File: config.mk
export PLATFORM = sky130hd
export DESIGN_NAME = fsm_mem_w_init_flat
export DESIGN_NICKNAME = d
export VERILOG_FILES = /design/src/rtl/fsm_mem_w_init_pkg.sv /design/src/rtl/fsm_mem_w_init_if.sv /design/src/rtl/fsm_mem_w_init_up_counter.sv /design/src/rtl/fsm_mem_w_init.sv /design/src/flat_wrapper.sv
export SDC_FILE = /design/constraint.sdc
export NUM_CORES = 1
export LEC_CHECK = 0
export CORE_AREA = 2 2 39 41
export CTS_BUF_LIST = sky130_fd_sc_hd__clkbuf_16
export CTS_CLUSTER_SIZE = 14
export DETAILED_ROUTE_END_ITERATION = 16
export DIE_AREA = 0 0 41 43
export HOLD_SLACK_MARGIN = 0.06
export PLACE_DENSITY = 0.78
export SLEW_MARGIN = 25
export SYNTH_ARGS = -nofsm -noshare
export SYNTH_HDL_FRONTEND = slang
export SYNTH_SLANG_ARGS = --single-unit
File: constraint.sdc
create_clock -name clk -period 1.85 [get_ports clk]
set_input_delay 0.185 -clock clk [delete_from_list [all_inputs] [get_ports clk]]
set_output_delay 0.185 -clock clk [all_outputs]
set_load 0.02 [all_outputs]
File: src/rtl/fsm_mem_w_init_pkg.sv
// Shared definitions for the memory-initialisation controller: state
// encoding and default geometry of the RAM being filled.
package mem_init_pkg;

  // Default address/data width; the RAM holds 2**DEFAULT_ADDR_W entries.
  localparam int DEFAULT_ADDR_W = 8;
  localparam int MEM_DEPTH      = 2**DEFAULT_ADDR_W;

  typedef enum logic [1:0] {
    IDLE  = 2'd0,
    WRITE = 2'd1,
    DONE  = 2'd2
  } init_state_t;

endpackage : mem_init_pkg

File: src/rtl/fsm_mem_w_init_if.sv
// Handshake and RAM write-port bundle between the sequencer, the init
// controller and the RAM. The controller is the master: it consumes
// start and drives the write port plus the finish flag.
interface fsm_mem_w_init_if
  import mem_init_pkg::*;
#(
  parameter int ADDR_W = DEFAULT_ADDR_W
);

  logic              start;
  logic              wr_en;
  logic [ADDR_W-1:0] mem_addr;
  logic [ADDR_W-1:0] wr_data;
  logic              finish;

  modport master (
    input  start,
    output wr_en,
    output mem_addr,
    output wr_data,
    output finish
  );

  modport slave (
    output start,
    input  wr_en,
    input  mem_addr,
    input  wr_data,
    input  finish
  );

endinterface : fsm_mem_w_init_if

File: src/rtl/fsm_mem_w_init_up_counter.sv
// Free-running W-bit up counter with synchronous clear and count enable.
// It wraps naturally from all-ones to zero; at_max flags the last value so
// the owner can end a sweep on the same edge the counter wraps.
module up_counter #(
  parameter int W = 8
) (
  input  logic         clk,
  input  logic         rst,
  input  logic         clear,
  input  logic         en,
  output logic [W-1:0] count,
  output logic         at_max
);

  logic [W-1:0] count_reg;

  // Count register: clear has priority over enable.
  always_ff @(posedge clk or posedge rst) begin
    if (rst) begin
      count_reg <= '0;
    end else if (clear) begin
      count_reg <= '0;
    end else if (en) begin
      count_reg <= count_reg + 1'b1;
    end
  end

  assign count  = count_reg;
  assign at_max = &count_reg;

endmodule : up_counter

File: src/rtl/fsm_mem_w_init.sv
// Memory-initialisation controller. On a start request it writes the
// identity pattern (address i <- value i) to every RAM location in one
// gapless ascending sweep, then raises finish and waits for start to drop
// before it can be re-armed. All outputs are Moore: decoded from the state
// register and the address counter only, never from start directly.
module fsm_mem_w_init
  import mem_init_pkg::*;
#(
  parameter int ADDR_W = DEFAULT_ADDR_W
) (
  input  logic                      clk,
  input  logic                      rst,
  fsm_mem_w_init_if.master          bus
);

  init_state_t       state_reg;
  init_state_t       state_next;
  logic [ADDR_W-1:0] i_count;
  logic              i_at_max;
  logic              cnt_clear;
  logic              cnt_en;

  // Address counter; it only advances while writing and is held at zero
  // otherwise so every sweep starts from address 0.
  up_counter #(
    .W (ADDR_W)
  ) u_addr_cnt (
    .clk    (clk),
    .rst    (rst),
    .clear  (cnt_clear),
    .en     (cnt_en),
    .count  (i_count),
    .at_max (i_at_max)
  );

  // State register; the asynchronous reset makes the outputs drop
  // immediately because they are decoded straight from this register.
  always_ff @(posedge clk or posedge rst) begin
    if (rst) begin
      state_reg <= IDLE;
    end else begin
      state_reg <= state_next;
    end
  end

  // Next-state and counter control. start is only looked at in IDLE and
  // DONE; dropping it mid-sweep does not abort the run.
  always_comb begin
    state_next = state_reg;
    cnt_clear  = 1'b0;
    cnt_en     = 1'b0;
    unique case (state_reg)
      IDLE: begin
        cnt_clear = 1'b1;
        if (bus.start) begin
          state_next = WRITE;
        end
      end
      WRITE: begin
        cnt_en = 1'b1;
        // The counter wraps to 0 on this same edge, leaving it clean.
        if (i_at_max) begin
          state_next = DONE;
        end
      end
      DONE: begin
        cnt_clear = 1'b1;
        // Requiring start to fall prevents an immediate re-run.
        if (!bus.start) begin
          state_next = IDLE;
        end
      end
      default: begin
        state_next = IDLE;
        cnt_clear  = 1'b1;
      end
    endcase
  end

  // Moore output decode; address and data read 0 outside WRITE.
  always_comb begin
    bus.wr_en    = 1'b0;
    bus.mem_addr = '0;
    bus.wr_data  = '0;
    bus.finish   = 1'b0;
    unique case (state_reg)
      WRITE: begin
        bus.wr_en    = 1'b1;
        bus.mem_addr = i_count;
        bus.wr_data  = i_count;
      end
      DONE: begin
        bus.finish = 1'b1;
      end
      default: begin
        bus.wr_en = 1'b0;
      end
    endcase
  end

endmodule : fsm_mem_w_init

File: src/flat_wrapper.sv
// flat-port wrapper written by rule: the top's interface ports become plain ports
module fsm_mem_w_init_flat import mem_init_pkg::*;
#(
  parameter int ADDR_W = DEFAULT_ADDR_W
)
  (clk, rst, bus_start, bus_wr_en, bus_mem_addr, bus_wr_data, bus_finish);
  fsm_mem_w_init_if #(.ADDR_W(ADDR_W)) bus_i ();
  input  logic clk;
  input  logic rst;
  input wire logic [$bits(bus_i.start)-1:0] bus_start;
  output wire logic [$bits(bus_i.wr_en)-1:0] bus_wr_en;
  output wire logic [$bits(bus_i.mem_addr)-1:0] bus_mem_addr;
  output wire logic [$bits(bus_i.wr_data)-1:0] bus_wr_data;
  output wire logic [$bits(bus_i.finish)-1:0] bus_finish;
  assign bus_i.start = bus_start;
  assign bus_wr_en = bus_i.wr_en;
  assign bus_mem_addr = bus_i.mem_addr;
  assign bus_wr_data = bus_i.wr_data;
  assign bus_finish = bus_i.finish;
  fsm_mem_w_init #(.ADDR_W(ADDR_W)) u_core (.clk(clk), .rst(rst), .bus(bus_i));
endmodule
==> results of run 1 <==
[timing repair]
action | 4_1_cts | 5_1_grt
resized for setup | 17 | 0
endpoints found under the setup margin | 16 | 0
setup buffers | 0 | 0
[Yosys cell counts (2+ instances only)]
cell type and number:
buf_4 9, and2_1 8, or3_1 2, inv_1 3
nand3_1 5, a21oi_1 2, dfrtp_1 10, xor2_1 2
nor2_1 8, o21ai_0 2
[layout by cell type, fill, tap and decap left out, drive strengths merged, types with 2 or more instances in the layout]
| cell type | synthesis | final |
|---|---|---|
| a21oi | 2 | 2 |
| and2 | 9 | 9 |
| clkbuf | 0 | 3 |
| clkdlybuf4s50 | 0 | 4 |
| dfrtp | 10 | 10 |
| dlygate4sd2 | 0 | 16 |
| inv | 3 | 3 |
| nand3 | 5 | 5 |
| nor2 | 8 | 8 |
| o21ai | 2 | 2 |
| or3 | 2 | 2 |
| xor2 | 2 | 2 |
[final timing paths]
kind | slack (ps) | from | endpoint
worst max-delay path | 120 | u_core.state_reg[1] | bus_wr_en
worst min-delay path | 230 | rst | u_core.u_addr_cnt.count[4]
worst max register to register | 550 | u_core.u_addr_cnt.count[0] | u_core.u_addr_cnt.count[6]
worst min register to register | 440 | u_core.state_reg[1] | u_core.state_reg[0]
max in group asynchronous | 1350 | rst | u_core.u_addr_cnt.count[0]
min in group clk | 440 | u_core.state_reg[1] | u_core.state_reg[0]
[cell type report]
class                      instances  area (um^2)
clock buffer                       3         75.1
fill                             130          599
inverter                           3         11.3
multi-input combinational         39          240
sequential                        10          250
tap                               16         20.0
timing repair buffer              21          188
[through the flow]
stage          setup WS, ps  hold slack, ps  std cells  power, W
2_1_floorplan           318            25.2         62  0.000857
3_3_place_gp            155             417         89   0.00107
3_5_place_dp            131             434         89   0.00108
4_1_cts                 122             240         92   0.00135
5_1_grt                77.3             267         92   0.00143
6_report                123             227         92   0.00134
[where the power goes]
part           internal [W]  switching [W]
clock network      0.000279      0.0000922
registers          0.000293       0.000100
logic              0.000249       0.000325
total              0.000822       0.000517
[cell families (layout without fill, tap and decap cells)]
logic type               Yosys count  in the layout  synth area share, %
AO/OA/AOI/OAI                      6              6                 6.32
multiplexers                       1              1                 1.96
buffers and inverters             13             27                 14.6
AND/OR/NAND/NOR                   28             28                 26.8
XOR/XNOR                           3              3                 4.58
adder cells (fa/ha/maj)            1              1                 2.18
flip-flops                        10             10                 43.6
[per-layer routing]
metal	GRT usage, %	vias to the layer above
met5	0	-
met4	12.0	0
met3	4.71	3
met2	22.2	18
met1	18.2	212
li1	-	224
==> flow_metrics.py, run 1 <==
metrics = {
    "outcome": {
        "status": "completed",
    },
    "placement": {
        "placed_area_um2": 729,
        "gp_congestion": 0.747,
        "place_hpwl_um": 730,
        "io_buffers": 20,
    },
    "logic_synthesis": {
        "synth-main-ff-cell": "dfrtp_1",
        "synth.top_cell.area_share_pct": 43.6,
        "synth.distinct_cells": 21,
        "ys_ff_latch": 10,
        "synth_edf_count": 0,
        "synth_top_area_cell": "dfrtp_1",
        "yosysSeqAreaShare_pct": 43.6,
        "synth_nets": 66,
        "avgSynthCellArea_um2": 9.26,
        "yosysWarnings": 0,
        "async_reset_ff_share_pct": 100,
        "syn_area_um2": 574,
        "synthTopCellsByArea": "dfrtp_1 44%, buf_4 12%, and2_1 8.7%, nor2_1 5.2%, nand3_1 4.4%",
        "synthCells": 62,
    },
    "critical_path": {
        "critPathCaptureType": "output port",
        "crit_family": "buffers and inverters",
        "cp_num_cells": 3,
        "cp_max_fo": 11,
        "reg2reg_depth": 4,
        "cp.required_ps": 1660,
        "crit_buf_inv": 2,
        "max_stage_delay_ps": 620,
        "path_cells": "nand2b_1 > inv_2 > clkdlybuf4s50_1",
        "crit_path_start_kind": "flip-flop",
        "criticalPathCategory": "flip-flop to output port",
        "cp.arrival_ps": 1540,
        "cpMaxStageDelayCell": "clkdlybuf4s50_1",
    },
    "clock_network": {
        "htreeDepth": 1,
        "cts_tree": "built",
        "worstSkewPairLatency_ps": 240,
        "numCtsBuffers": 3,
        "cts_sinks": 10,
        "hold_buffers": 0,
        "clk_pin_slew_ps": 40,
        "root_buffer": "clkbuf_16",
        "cts_max_path_buffers": 2,
    },
    "grt": {
        "grt_max_degree": 12,
        "grt_pass1_wl_um": 1730,
        "grt_overflow": 0,
        "grt_pass1_vias": 417,
        "track_usage_pct": 15.5,
        "antenna_found_initial": 0,
    },
    "die": {
        "initial_core_util_pct": 41.5,
        "core_um2": 1380,
        "dieWidth_um": 41,
        "die_h_um": 43,
        "io_pins": 21,
        "die_area_um2": 1760,
        "std_cell_rows": 14,
    },
    "pwr": {
        "peakVddDrop_uv": 858,
        "cellPowerDensity_nw_per_um2": 1710,
        "p_leak_nw": 0.371,
    },
    "timing": {
        "setup_viol": 0,
        "worst_clock_skew_ps": 2.57,
        "relSlewSlack_pct": 74.2,
        "worst_slew_pin_slew_ps": 387,
        "finalSetupTns_ps": 0,
        "finalHoldViolCount": 0,
        "max_freq_mhz": 579,
        "timing.final.crit_share_pct": 93.3,
        "min_period_ps": 1730,
        "drv_slew": 0,
        "rsz0062_at_grt": "no",
    },
    "routing": {
        "wl_met2_um": 562,
        "dr_total_vias": 457,
        "totalWireLength_um": 1100,
        "wl_per_cell_um": 12.0,
        "antenna_left": 0,
        "wl_met3_um": 76,
        "highest_layer": "met4",
        "m1WireLength_um": 439,
        "drc": 0,
        "routed_via_density": 4.97,
        "drt-pass1-iter-count": 4,
        "drtIter0Drc": 3,
    },
    "job": {
        "maxCapViolCount": 0,
    },
    "cells_and_area": {
        "area_growth_pct": 36.6,
        "fin_nets": 82,
        "antenna_cells": 0,
        "largest_register_ff_count": 8,
        "stdcell_area_um2": 785,
        "post-route-util_pct": 56.7,
        "drive_gt1_share_pct": 10.5,
    },
    "worst_hold_path": {
        "hold_class": "input pin to asynchronous set/reset pin",
    },
}
Power figures use the tool's default switching activity.
==> inputs of run 2 (changes only) <==
CORE_AREA = not set   (was 2 2 39 41)
CORE_MARGIN = 2   (was not set)
CORE_UTILIZATION = 46   (was not set)
DIE_AREA = not set   (was 0 0 41 43)
PLACE_DENSITY = 0.81   (was 0.78)
SYNTH_HIERARCHICAL = 1   (was not set)
==> run 2 against run 1 <==
  * Clock-buffer cell count unchanged
  * Via count increased by 11%
  * Clock skew decreased by 2.1 ps
  * Sequential cell count unchanged
  * Synthesized area increased by 8.5%
  * Core utilization increased by 11 points
  * Critical endpoint is now bus_mem_addr[1]
  * Largest cell class is now multi-input combinational cells
  * Largest power group unchanged
==> flow_metrics.py, run 2 <==
metrics = {
    "timing": {
        "setup_viol": 0,
        "min_period_ps": 1710,
        "timing.final.crit_share_pct": 92.4,
        "relSlewSlack_pct": 79.6,
        "finalSetupTns_ps": 0,
        "rsz0062_at_grt": "no",
        "finalHoldViolCount": 0,
        "max_freq_mhz": 585,
        "drv_slew": 0,
        "layout_setup_ws_ps": 141,
        "worst_clock_skew_ps": 0.466,
        "worst_slew_pin_slew_ps": 305,
    },
    "cells_and_area": {
        "largest_register_ff_count": 8,
        "drive_gt1_share_pct": 9.88,
        "nFillCells": 102,
        "antenna_cells": 0,
        "post-route-util_pct": 67.7,
        "fin_nets": 87,
        "layout_commonest_cell": "dlymetal6s2s_1",
        "most-common-layout-cells": "11 x dlymetal6s2s_1, 10 x dfrtp_1, 8 x and2_1, 6 x dlygate4sd2_1, 6 x nor2_1",
        "area_growth_pct": 39.6,
    },
    "pwr": {
        "swShare_pct": 36.2,
        "cellPowerDensity_nw_per_um2": 1360,
        "peakVddDrop_uv": 805,
        "pwr-share-clk_pct": 30.7,
        "p_leak_nw": 0.563,
        "p_int_w": 0.000757,
        "pwr-share-seq_pct": 29.4,
        "combPwrFrac_pct": 39.9,
        "p_switching_w": 0.000429,
    },
    "clock_network": {
        "clk_pin_slew_ps": 40,
        "htreeDepth": 1,
        "cts_sinks": 10,
        "worstSkewPairLatency_ps": 230,
        "root_buffer": "clkbuf_16",
        "numCtsBuffers": 3,
        "cts_tree": "built",
        "cts_max_path_buffers": 2,
    },
    "routing": {
        "wl_per_cell_um": 14.6,
        "drtIter0Drc": 13,
        "antenna_left": 0,
        "drt-pass1-iter-count": 4,
        "routed_via_density": 5.30,
        "dr_total_vias": 509,
        "totalWireLength_um": 1400,
        "drc": 0,
    },
    "logic_synthesis": {
        "ys_ff_latch": 10,
        "syn_area_um2": 623,
        "yosysSeqAreaShare_pct": 40.2,
        "synth_nets": 71,
        "yosys-top-cells-count": "10 x dfrtp_1, 9 x buf_4, 8 x and2_1",
        "synthCells": 67,
        "synth.top_cell.area_share_pct": 40.2,
        "synth_edf_count": 0,
        "synth.distinct_cells": 23,
        "synthTopCellsByArea": "dfrtp_1 40%, buf_4 11%, and2_1 8.0%, xor2_1 4.2%, nor2_1 3.6%",
        "avgSynthCellArea_um2": 9.30,
        "async_reset_ff_share_pct": 100,
        "yosysWarnings": 6,
        "synth_top_area_cell": "dfrtp_1",
        "synth-main-ff-cell": "dfrtp_1",
        "yosysMostFrequentCell": "dfrtp_1",
    },
    "outcome": {
        "status": "completed",
    },
    "placement": {
        "gp_congestion": 0.834,
        "io_buffers": 20,
        "dp_slack_ps": 199,
        "place_hpwl_um": 892,
    },
    "grt": {
        "antenna_found_initial": 0,
        "grt_max_degree": 10,
        "grt_overflow": 0,
        "grt_pass1_wl_um": 1990,
        "grt_pass1_vias": 440,
        "track_usage_pct": 19.9,
    },
    "critical_path": {
        "cp_max_fo": 9,
        "cp.required_ps": 1660,
        "path_cells": "nor2b_4 > buf_4 > and2_1 > dlygate4sd2_1",
        "criticalPathCategory": "flip-flop to output port",
        "critPathCaptureType": "output port",
        "cpMaxStageDelayCell": "dfrtp_1",
        "max_stage_delay_ps": 420,
        "cp.arrival_ps": 1520,
        "crit_path_start_kind": "flip-flop",
    },
    "die": {
        "std_cell_rows": 13,
        "io_pins": 21,
        "die_area_um2": 1670,
        "dieWidth_um": 40.8,
        "die_h_um": 40.8,
        "core_um2": 1280,
        "initial_core_util_pct": 48.5,
    },
    "job": {
        "maxCapViolCount": 0,
    },
    "worst_hold_path": {
        "hold_class": "input pin to asynchronous set/reset pin",
    },
}
run 2: cell types whose count changed in the layout (fill, tap and decap cells not counted), sizes merged, moves of 2 or more:
cell | previous run | this run
nand4 | 1 | 3
nand3 | 5 | 3
dlygate4sd2 | 16 | 6
nor2 | 8 | 6
nor2b | 1 | 3
dlymetal6s2s | 0 | 11
run 2: path summary, 6_finish.rpt:
check,startpoint,to,slack (ps),cells after the start
min in group clk,u_core/u_addr_cnt/count[1],u_core/u_addr_cnt/count[1],580,2
min reg2reg,u_core/u_addr_cnt/count[1],u_core/u_addr_cnt/count[1],580,2
max,u_core/state_reg[1],bus_mem_addr[1],140,4
max in group asynchronous,rst,u_core/u_addr_cnt/count[0],1380,2
min,rst,u_core/state_reg[0],150,2
max reg2reg,u_core/state_reg[1],u_core/u_addr_cnt/count[7],140,6
run 2: metal layers:
metal	global-route usage, %	routed length (um)	up-vias
li1	-	-	243
met1	21.1	524	236
met2	33.6	736	26
met3	6.52	97	4
met4	12.5	44	0
met5	0	0	-
run 2: power groups by stage:
stage	clock network [W]	registers, W	logic (W)
final	0.000364	0.000349	0.000473
after global routing	0.000385	0.000360	0.000512
after CTS	0.000372	0.000348	0.000485
after detailed placement	0	0.000347	0.000511
after global placement	0	0.000346	0.000498
after floorplan	0	0.000331	0.000367
run 2: cell families after synthesis:
kind of cell | share of synthesized area (%)
compound gates | 7.83
xor+xnor | 5.62
fa+ha+maj | 2.01
buf+inv | 15.1
flops | 40.2
mux | 1.61
simple gates | 27.7
run 2: timing repair:
item	4_1_cts	5_1_grt
resized for setup	6	11
cloned	0	0
setup endpoints to repair	16	11
hold buffers	0	0
buffers inserted	1	0
hold endpoints to repair	0	0
run 2: area by class of cell:
cell class / count / area [um^2] / area share [%]
inverters: 3 / 11.3 / 1.29
repair buffers: 22 / 235 / 27.1
flip-flops and latches: 10 / 250 / 28.8
clock buffers: 3 / 75.1 / 8.63
multi-input cells: 43 / 279 / 32.1
well taps: 15 / 18.8 / 2.16
run 2: worst max-delay path, delay by kind of cell, from the launching register on:
kind / cells / cell delay (ps)
flops: 1 / 420
simple gates: 2 / 360
buf+inv: 2 / 510
run 2: metrics by stage:
step           instances  hold WS [ps]  area [um^2]  power [W]
6_report              96           149          870    0.00119
5_1_grt               96           162          870    0.00126
4_1_cts               96           146          842    0.00121
3_5_place_dp          92           385          767   0.000858
2_1_floorplan         67         -73.8          623   0.000698
3_3_place_gp          92           371          767   0.000845
==> inputs of run 3 (changes only) <==
SKIP_CTS_REPAIR_TIMING = 1   (was not set)
==> run 3 against run 2 <==
  * Total power increased by 2.4%
  * Clock power about the same
  * Critical endpoint is now bus_wr_en
  * Register-to-register slack improved by 80 ps
  * Via count shrank 2.4%
  * Core utilization grew 0.97 points
  * Clock-buffer cell count unchanged
  * Non-clock buffer count is 1 lower
==> flow_metrics.py, run 3 (same netlist as run 2, synthesis figures left out) <==
metrics = {
    "outcome": {
        "status": "completed",
    },
    "pwr": {
        "p_int_w": 0.000783,
        "pwr-share-seq_pct": 28.8,
        "swShare_pct": 35.5,
        "p_switching_w": 0.000431,
        "peakVddDrop_uv": 809,
        "combPwrFrac_pct": 41.2,
        "pwr-share-clk_pct": 30.1,
        "p_leak_nw": 0.621,
        "cellPowerDensity_nw_per_um2": 1380,
    },
    "routing": {
        "wl_per_cell_um": 14.4,
        "routed_via_density": 5.23,
        "wl_met3_um": 103,
        "wl_met2_um": 746,
        "m1WireLength_um": 493,
        "totalWireLength_um": 1370,
        "drtIter0Drc": 13,
        "dr_total_vias": 497,
        "drt-pass1-iter-count": 4,
        "antenna_left": 0,
        "highest_layer": "met4",
        "drc": 0,
    },
    "grt": {
        "grt_pass1_vias": 442,
        "track_usage_pct": 19.7,
        "grt_overflow": 0,
        "grt_pass1_wl_um": 1990,
        "antenna_found_initial": 0,
        "grt_max_degree": 12,
    },
    "critical_path": {
        "crit_buf_inv": 1,
        "crit_path_start_kind": "flip-flop",
        "crit_family": "buffers and inverters",
        "criticalPathCategory": "flip-flop to output port",
        "max_stage_delay_ps": 640,
        "cp.arrival_ps": 1540,
        "cp.required_ps": 1660,
        "cp_max_fo": 11,
        "critPathCaptureType": "output port",
        "path_cells": "nor2b_4 > clkdlybuf4s50_1",
        "cpMaxStageDelayCell": "clkdlybuf4s50_1",
    },
    "placement": {
        "place_hpwl_um": 892,
        "placed_area_um2": 767,
        "io_buffers": 20,
        "placed_cells": 92,
        "gp_congestion": 0.834,
    },
    "timing": {
        "hold_slack_ps": 146,
        "relSlewSlack_pct": 79.4,
        "min_period_ps": 1720,
        "finalSetupTns_ps": 0,
        "max_freq_mhz": 580,
        "setup_viol": 0,
        "worst_slew_pin_slew_ps": 308,
        "timing.final.crit_share_pct": 93.2,
        "finalHoldViolCount": 0,
        "rsz0062_at_grt": "no",
        "worst_clock_skew_ps": 1.26,
        "drv_slew": 0,
    },
    "cells_and_area": {
        "drive_gt1_share_pct": 8.75,
        "fin_nets": 86,
        "largest_register_ff_count": 8,
        "nFillCells": 96,
        "most-common-layout-cells": "16 x dlymetal6s2s_1, 10 x dfrtp_1, 8 x and2_1, 6 x nor2_1, 4 x clkdlybuf4s50_1",
        "stdcell_area_um2": 882,
        "finalNonFillerCells": 95,
        "antenna_cells": 0,
        "area_growth_pct": 41.6,
        "layout_commonest_cell": "dlymetal6s2s_1",
    },
    "die": {
        "die_h_um": 40.8,
        "dieWidth_um": 40.8,
        "core_um2": 1280,
        "die_area_um2": 1670,
        "io_pins": 21,
        "initial_core_util_pct": 48.5,
        "std_cell_rows": 13,
    },
    "clock_network": {
        "cts_sinks": 10,
        "htreeDepth": 1,
        "worstSkewPairLatency_ps": 230,
        "root_buffer": "clkbuf_16",
        "cts_tree": "built",
        "clk_pin_slew_ps": 40,
        "cts_max_path_buffers": 2,
        "numCtsBuffers": 3,
    },
    "job": {
        "maxCapViolCount": 0,
    },
    "worst_hold_path": {
        "hold_class": "input pin to asynchronous set/reset pin",
    },
}
==> run 3: cell types whose count changed in the layout (fill, tap and decap cells not counted) <==
cell,delta
dlymetal6s2s_1,+5
clkdlybuf4s50_1,+1
buf_4,-1
dlygate4sd2_1,-6
==> run 3: routing by layer <==
layer,GRT usage (%),vias to the layer above
met1,20.7,221
met2,33.2,33
met5,0,-
met3,6.52,4
li1,-,239
met4,12.5,0
==> run 3: power by group through the flow <==
stage                     sequential [W]  combinational [W]  clock [W]
after floorplan                 0.000331           0.000367          0
after global placement          0.000346           0.000498          0
after detailed placement        0.000347           0.000511          0
after CTS                       0.000348           0.000523   0.000372
after global routing            0.000360           0.000538   0.000385
final                           0.000349           0.000500   0.000365
==> run 3: final timing paths <==
path	startpoint	endpoint	slack, ps	cells after the start
setup / recovery	u_core/state_reg[1]	bus_wr_en	130	2
hold / removal	rst	u_core/state_reg[0]	150	2
setup reg to reg	u_core/state_reg[1]	u_core/u_addr_cnt/count[7]	220	5
hold reg to reg	u_core/u_addr_cnt/count[1]	u_core/u_addr_cnt/count[1]	580	2
max in group asynchronous	rst	u_core/u_addr_cnt/count[4]	1380	2
min in group clk	u_core/u_addr_cnt/count[1]	u_core/u_addr_cnt/count[1]	580	2
==> run 3: area by class of cell <==
| type | count | area [um^2] | share of cell area [%] |
|---|---|---|---|
| Clock buffer | 3 | 75.1 | 8.51 |
| Timing Repair Buffer | 21 | 248 | 28.1 |
| Inverter | 3 | 11.3 | 1.28 |
| Multi-Input combinational cell | 43 | 279 | 31.6 |
| Sequential cell | 10 | 250 | 28.4 |
| Tap cell | 15 | 18.8 | 2.13 |
==> run 3: per-stage QoR <==
stage	setup slack (ps)	total power (W)	util (%)
2_1_floorplan	387	0.000698	-
3_3_place_gp	284	0.000845	59.7
3_5_place_dp	199	0.000858	59.7
4_1_cts	-68.5	0.00124	65.5
5_1_grt	79.6	0.00128	68.6
6_report	127	0.00121	68.6
==> RTL edit 1: new RTL, settings of run 3 <==
`DEFAULT_ADDR_W`: 8 -> 9.
--- a/src/rtl/fsm_mem_w_init_pkg.sv
+++ b/src/rtl/fsm_mem_w_init_pkg.sv
@@ -3,7 +3,7 @@
 package mem_init_pkg;
 
   // Default address/data width; the RAM holds 2**DEFAULT_ADDR_W entries.
-  localparam int DEFAULT_ADDR_W = 8;
+  localparam int DEFAULT_ADDR_W = 9;
   localparam int MEM_DEPTH      = 2**DEFAULT_ADDR_W;
 
   typedef enum logic [1:0] {
Ports: changed (resized bus_mem_addr and bus_wr_data); port bits go from 21 to 23. No check against the original RTL was run, so the function may have changed too.
==> RTL edit 1 against run 3 <==
- sequential cell count increased by 1
- combinational power up 3%
- worst setup slack lost 100 ps
- critical path type unchanged
- total power increased by 4.5%
- cell area is 15% higher
- via count grew 18%
- largest cell class unchanged
- critical endpoint is now bus_wr_data[8]
- routed wire length up 15%
- area after synthesis grew 12%
==> RTL edit 1: results (changes against run 3) <==
- Status: completed
- Dpl cell area: 865 um2 (+13%)
- M3 GR Usage: 2.55% (-4.0 points)
- Area grow syn2layout: 45.3%
- Synth area leaders: dfrtp_1 39%, buf_4 9.7%, and2_1 8.1%
- Clk Latency, worst-skew pair: 230 ps (about the same)
- Antenna violations before repair: 0 (unchanged)
- IO buf count: 22 (+10%)
- Max FFs per register: 9 (+1)
- Drt first-iter violations: 7 (-6)
- Synthesized instance count: 74 (+10%)
- DP Worst Slack: 187 ps (-12.0 ps)
- Root Driver: clkbuf_16
- Longest Clk Path Bufs: 2 (unchanged)
- Leakage: 0.000727 uW (+17%)
- Total GRT Usage: 17.2% (-2.5 points)
- Peak VDD IR: 0.000871 V (+7.6%)
- Final Wtd Congestion: 0.773 (-7.3%)
- Detail Route met3 WL: 62 um (-40%)
- Clock-pin transition on the worst setup and hold timing paths: 40 ps (about the same)
- CP peak stage delay: 600 ps (-40 ps)
- Top cells by count, synth: 11 x dfrtp_1, 9 x and2_1, 9 x buf_4
- Tightest Pin Transition: 351 ps (+42.8 ps)
- Global-route wire length before repair: 2360 um (+19%)
- Worst Skew: 0.652 ps (-0.611 ps)
- DRT Pass-1 Iters: 4 (unchanged)
- Via density per instance: 5.36 (+2.4%)
- Fillcell total: 112 (+17%)
- WL met2: 827 um (+11%)
- H-tree Lvls: 1 (unchanged)
- Ys flop type: dfrtp_1
- Routing usage on met1: 21.8% (+1.0 points)
- Met1 WL: 652 um (+32%)
- GR Util met2: 28.2% (-5.0 points)
- Detailed Route WL: 1570 um (+15%)
- CTS buffer count: 3 (unchanged)
- CP arrival: 1640 ps (+100 ps)
- Slowest cell on crit path: clkdlybuf4s50_1
- Number of global-route vias before repair: 551 (+25%)
- Synth warn: 6 (unchanged)
- Syn nets: 79 (+11%)
- DR top layer: met4
- Via count: 584 (+18%)
- Int Pwr: 821 uW (+4.8%)
- Crit path max fanout: 5 (-6)
- Sequential area share after synthesis: 39.4% (-0.73 points)
- Share of cells above drive strength 1: 11.8% (+3.1 points)
- Post-synth cell types: 26 (+13%)
- Largest net degree at the start of global routing: 15 (+3)
- Final #Nets: 99 (+15%)
- Min-Delay Path Class: in2async
- Detailed placer's ending HPWL: 1020 um (+14%)
- Placed cells: 102 (+11%)
- Antenna Cells: 0 (unchanged)
- Share of synthesized registers carrying an async set or reset: 100% (unchanged)
[RTL edit 1: power by group through the flow]
stage	Clock, uW	Combinational (uW)	Sequential [uW]
after floorplan	0	371	355
after global placement	0	510	372
after detailed placement	0	519	373
after CTS	388	529	371
after global routing	402	553	382
final	382	513	374
[RTL edit 1: critical path, delay by kind of cell (launching register included)]
kind / cells / cell delay [ps]
flip-flops: 1 / 460
AND/OR/NAND/NOR: 2 / 350
buffers and inverters: 1 / 600
[RTL edit 1: layout make-up]
class / instances / area share (%)
clock inverter: 1 / 0.370
timing repair buffer: 26 / 28.9
multi-input combinational: 48 / 32.8
inverter: 4 / 1.48
clock buffer: 3 / 7.40
sequential: 11 / 27.1
tap: 16 / 1.97
[RTL edit 1: worst paths after layout]
check	from	to	slack, ps	cells after the start
max in group asynchronous	rst	u_core/u_addr_cnt/count[0]	1350	2
max reg2reg	u_core/state_reg[1]	u_core/u_addr_cnt/count[6]	150	6
min reg2reg	u_core/u_addr_cnt/count[7]	u_core/u_addr_cnt/count[7]	580	2
min	rst	u_core/state_reg[0]	130	2
min in group clk	u_core/u_addr_cnt/count[7]	u_core/u_addr_cnt/count[7]	580	2
max	u_core/state_reg[1]	bus_wr_data[8]	20	3
[RTL edit 1: cells by family after synthesis]
kind of cell,count (synthesis),share of synthesized area [%]
buffers and inverters,16,14.9
AO/OA/AOI/OAI,8,7.70
flip-flops,11,39.4
multiplexers,2,2.87
AND/OR/NAND/NOR,31,26.5
XOR/XNOR,4,5.02
adder cells (fa/ha/maj),2,3.58
[RTL edit 1: per-stage QoR]
step	TNS (ps)	total power, uW	hold WS [ps]
after global placement	0	882	370
after detailed placement	0	892	374
after CTS	-827	1290	128
after global routing	-24.5	1340	146
after floorplan	0	726	-73.8
final	0	1270	125
==> RTL edit 2: new RTL, flow settings as in run 3 <==
Without the edit above. Make the reset (`rst`) synchronous in 2 clocked blocks. Comments in the files are not updated.
--- a/src/rtl/fsm_mem_w_init_up_counter.sv
+++ b/src/rtl/fsm_mem_w_init_up_counter.sv
@@ -15,7 +15,7 @@
   logic [W-1:0] count_reg;
 
   // Count register: clear has priority over enable.
-  always_ff @(posedge clk or posedge rst) begin
+  always_ff @(posedge clk) begin
     if (rst) begin
       count_reg <= '0;
     end else if (clear) begin
--- a/src/rtl/fsm_mem_w_init.sv
+++ b/src/rtl/fsm_mem_w_init.sv
@@ -35,7 +35,7 @@
 
   // State register; the asynchronous reset makes the outputs drop
   // immediately because they are decoded straight from this register.
-  always_ff @(posedge clk or posedge rst) begin
+  always_ff @(posedge clk) begin
     if (rst) begin
       state_reg <= IDLE;
     end else begin
Function: differs if rst is asserted again (counterexample within 4 cycles, from zero or initial values and one cycle with rst high); with rst held inactive, the same outputs for 10 cycles.
==> RTL edit 2 against run 3 <==
- clock skew is 4.6 ps higher
- worst hold slack better by 370 ps
- critical path type unchanged
- first-iteration DRC count is 23% lower
- non-clock buffer count is 1 higher
- synthesized cell count is 1.5% higher
- worst setup slack worse by 67 ps
- area after synthesis is 5.0% lower
- critical path depth is 1 higher
- sequential cell count stayed put
- cell area is 2.1% lower
- count of clock-buffer cells in the layout stayed put
- routed wire length is 10% lower
Power is not compared: it rests on default switching activity, and its combinational part moved more than twofold at a synthesized area within 25%.
==> RTL edit 2: results (changes against run 3) <==
- Syn nets: 72 (+1.4%)
- Longest Clk Path Bufs: 2 (unchanged)
- Final Wtd Congestion: 0.747 (-10%)
- Max FFs per register: 8 (unchanged)
- Placed cells: 92 (unchanged)
- Worst Skew: 5.88 ps (+4.62 ps)
- DRT Pass-1 Iters: 4 (unchanged)
- Min-Delay Path Class: reg2reg
- Root Driver: clkbuf_16
- CP endpoint: bus_mem_addr[3]
- Antenna Cells: 0 (unchanged)
- Tightest Pin Transition: 263 ps (-45.1 ps)
- Final Worst Setup Slack: 60.0 ps (-66.6 ps)
- CP arrival: 1610 ps (+70 ps)
- Via density per instance: 5.24 (+0.25%)
- Fillcell total: 81 (-16%)
- R2R setup slack: 350 ps (+130 ps)
- Antenna violations before repair: 0 (unchanged)
- Top cells by count, synth: 10 x dfxtp_1, 8 x and2_2, 8 x buf_4
- Synth warn: 6 (unchanged)
- Final #Nets: 89 (+3.5%)
- Number of global-route vias before repair: 436 (-1.4%)
- Leakage: 0.000528 uW
- RR Endpoint: u_core/u_addr_cnt/count[6]
- Clock-pin transition on the worst setup and hold timing paths: 40 ps (about the same)
- Peak VDD IR: 0.000882 V
- CTS buffer count: 3 (unchanged)
- Crit path max fanout: 7 (-4)
- Average wire per standard cell: 12.6 um (-13%)
- Status: completed
- Drt first-iter violations: 10 (-3)
- Total GRT Usage: 18.7% (-1.0 points)
- Clk Latency, worst-skew pair: around 240 ps
- Post-synth cell types: 25 (+8.7%)
- CP startpoint: u_core/state_reg[0]
- DP Worst Slack: 240 ps (+40.3 ps)
- Global-route wire length before repair: 1890 um (-4.9%)
- Share of cells above drive strength 1: 22.6% (+14 points)
- Synth area leaders: dfxtp_1 34%, and2_2 10%, buf_4 10%
- Share of synthesized registers carrying an async set or reset: 0% (-100 points)
- Sequential area share after synthesis: 33.8% (-6.3 points)
- Mapped Avg Cell Area: 8.70 um2 (-6.4%)
- Register-to-Register Path Depth: 6 (+1)
- Fin cells: 98 (+3.2%)
## RTL edit 2: cell count changes in the layout (fill, tap and decap cells not counted), sizes merged, moves of 2 or more
cell           delta
dlymetal6s2s      -4
clkdlybuf4s50     +4
nand3b            +2
dfxtp            +10
dfrtp            -10
nand2b            +2
inv               -2
## RTL edit 2: cell families after synthesis
logic type / count (synthesis) / synth area share [%]
multiplexers: 1 / 1.69
XOR/XNOR: 4 / 5.92
flip-flops: 10 / 33.8
AO/OA/AOI/OAI: 8 / 7.19
adder cells (fa/ha/maj): 1 / 2.11
AND/OR/NAND/NOR: 32 / 35.1
buffers and inverters: 12 / 14.2
## RTL edit 2: cell type report
class	count	area (um2)	share of cell area [%]
Multi-Input combinational cell	47	317	36.7
Timing Repair Buffer	22	245	28.4
Clock inverter	1	3.75	0.435
Sequential cell	10	201	23.3
Inverter	1	3.75	0.435
Tap cell	14	17.5	2.03
Clock buffer	3	75.1	8.70
## RTL edit 2: critical path, cell delays in order (launching register included)
cell             delay [ps]
dfxtp_2                 370
nor2b_2                 230
and2_2                  170
clkdlybuf4s50_1         590
## RTL edit 2: worst min path at each step
stage / slack, ps / cells past startpoint / to / from
floorplan: 250 / 1 / u_core/state_reg[1] / rst
global placement: 490 / 2 / u_core/u_addr_cnt/count[5] / u_core/u_addr_cnt/count[5]
detailed placement: 510 / 2 / u_core/u_addr_cnt/count[7] / u_core/u_addr_cnt/count[7]
CTS: 520 / 2 / u_core/u_addr_cnt/count[7] / u_core/u_addr_cnt/count[7]
global route: 560 / 2 / u_core/u_addr_cnt/count[6] / u_core/u_addr_cnt/count[6]
finish: 520 / 2 / u_core/u_addr_cnt/count[7] / u_core/u_addr_cnt/count[7]
## RTL edit 2: metal layers
layer	vias up	part of all wire [%]	GRT usage [%]
li1	254	-	-
met1	244	44	21.6
met4	0	1.7	10.3
met2	14	50	30.2
met5	-	0	0
met3	2	4.1	5.11
## RTL edit 2: where the power goes
group          internal, uW  total, uW  switching (uW)
combinational          22.4       42.9            20.4
sequential              220        224            4.21
clock                   283        382            99.3
## RTL edit 2: metrics by stage
| step | area, um2 | hold slack [ps] | util, % | setup TNS, ps | total power [uW] |
|---|---|---|---|---|---|
| 6_report | 863 | 520 | 74.7 | 0 | 649 |
| 5_1_grt | 863 | 558 | 74.7 | 0 | 673 |
| 4_1_cts | 816 | 519 | 70.6 | -738 | 654 |
| 3_5_place_dp | 737 | 512 | 63.7 | 0 | 264 |
| 3_3_place_gp | 737 | 495 | 63.7 | 0 | 263 |
| 2_1_floorplan | 592 | 254 | - | 0 | 253 |
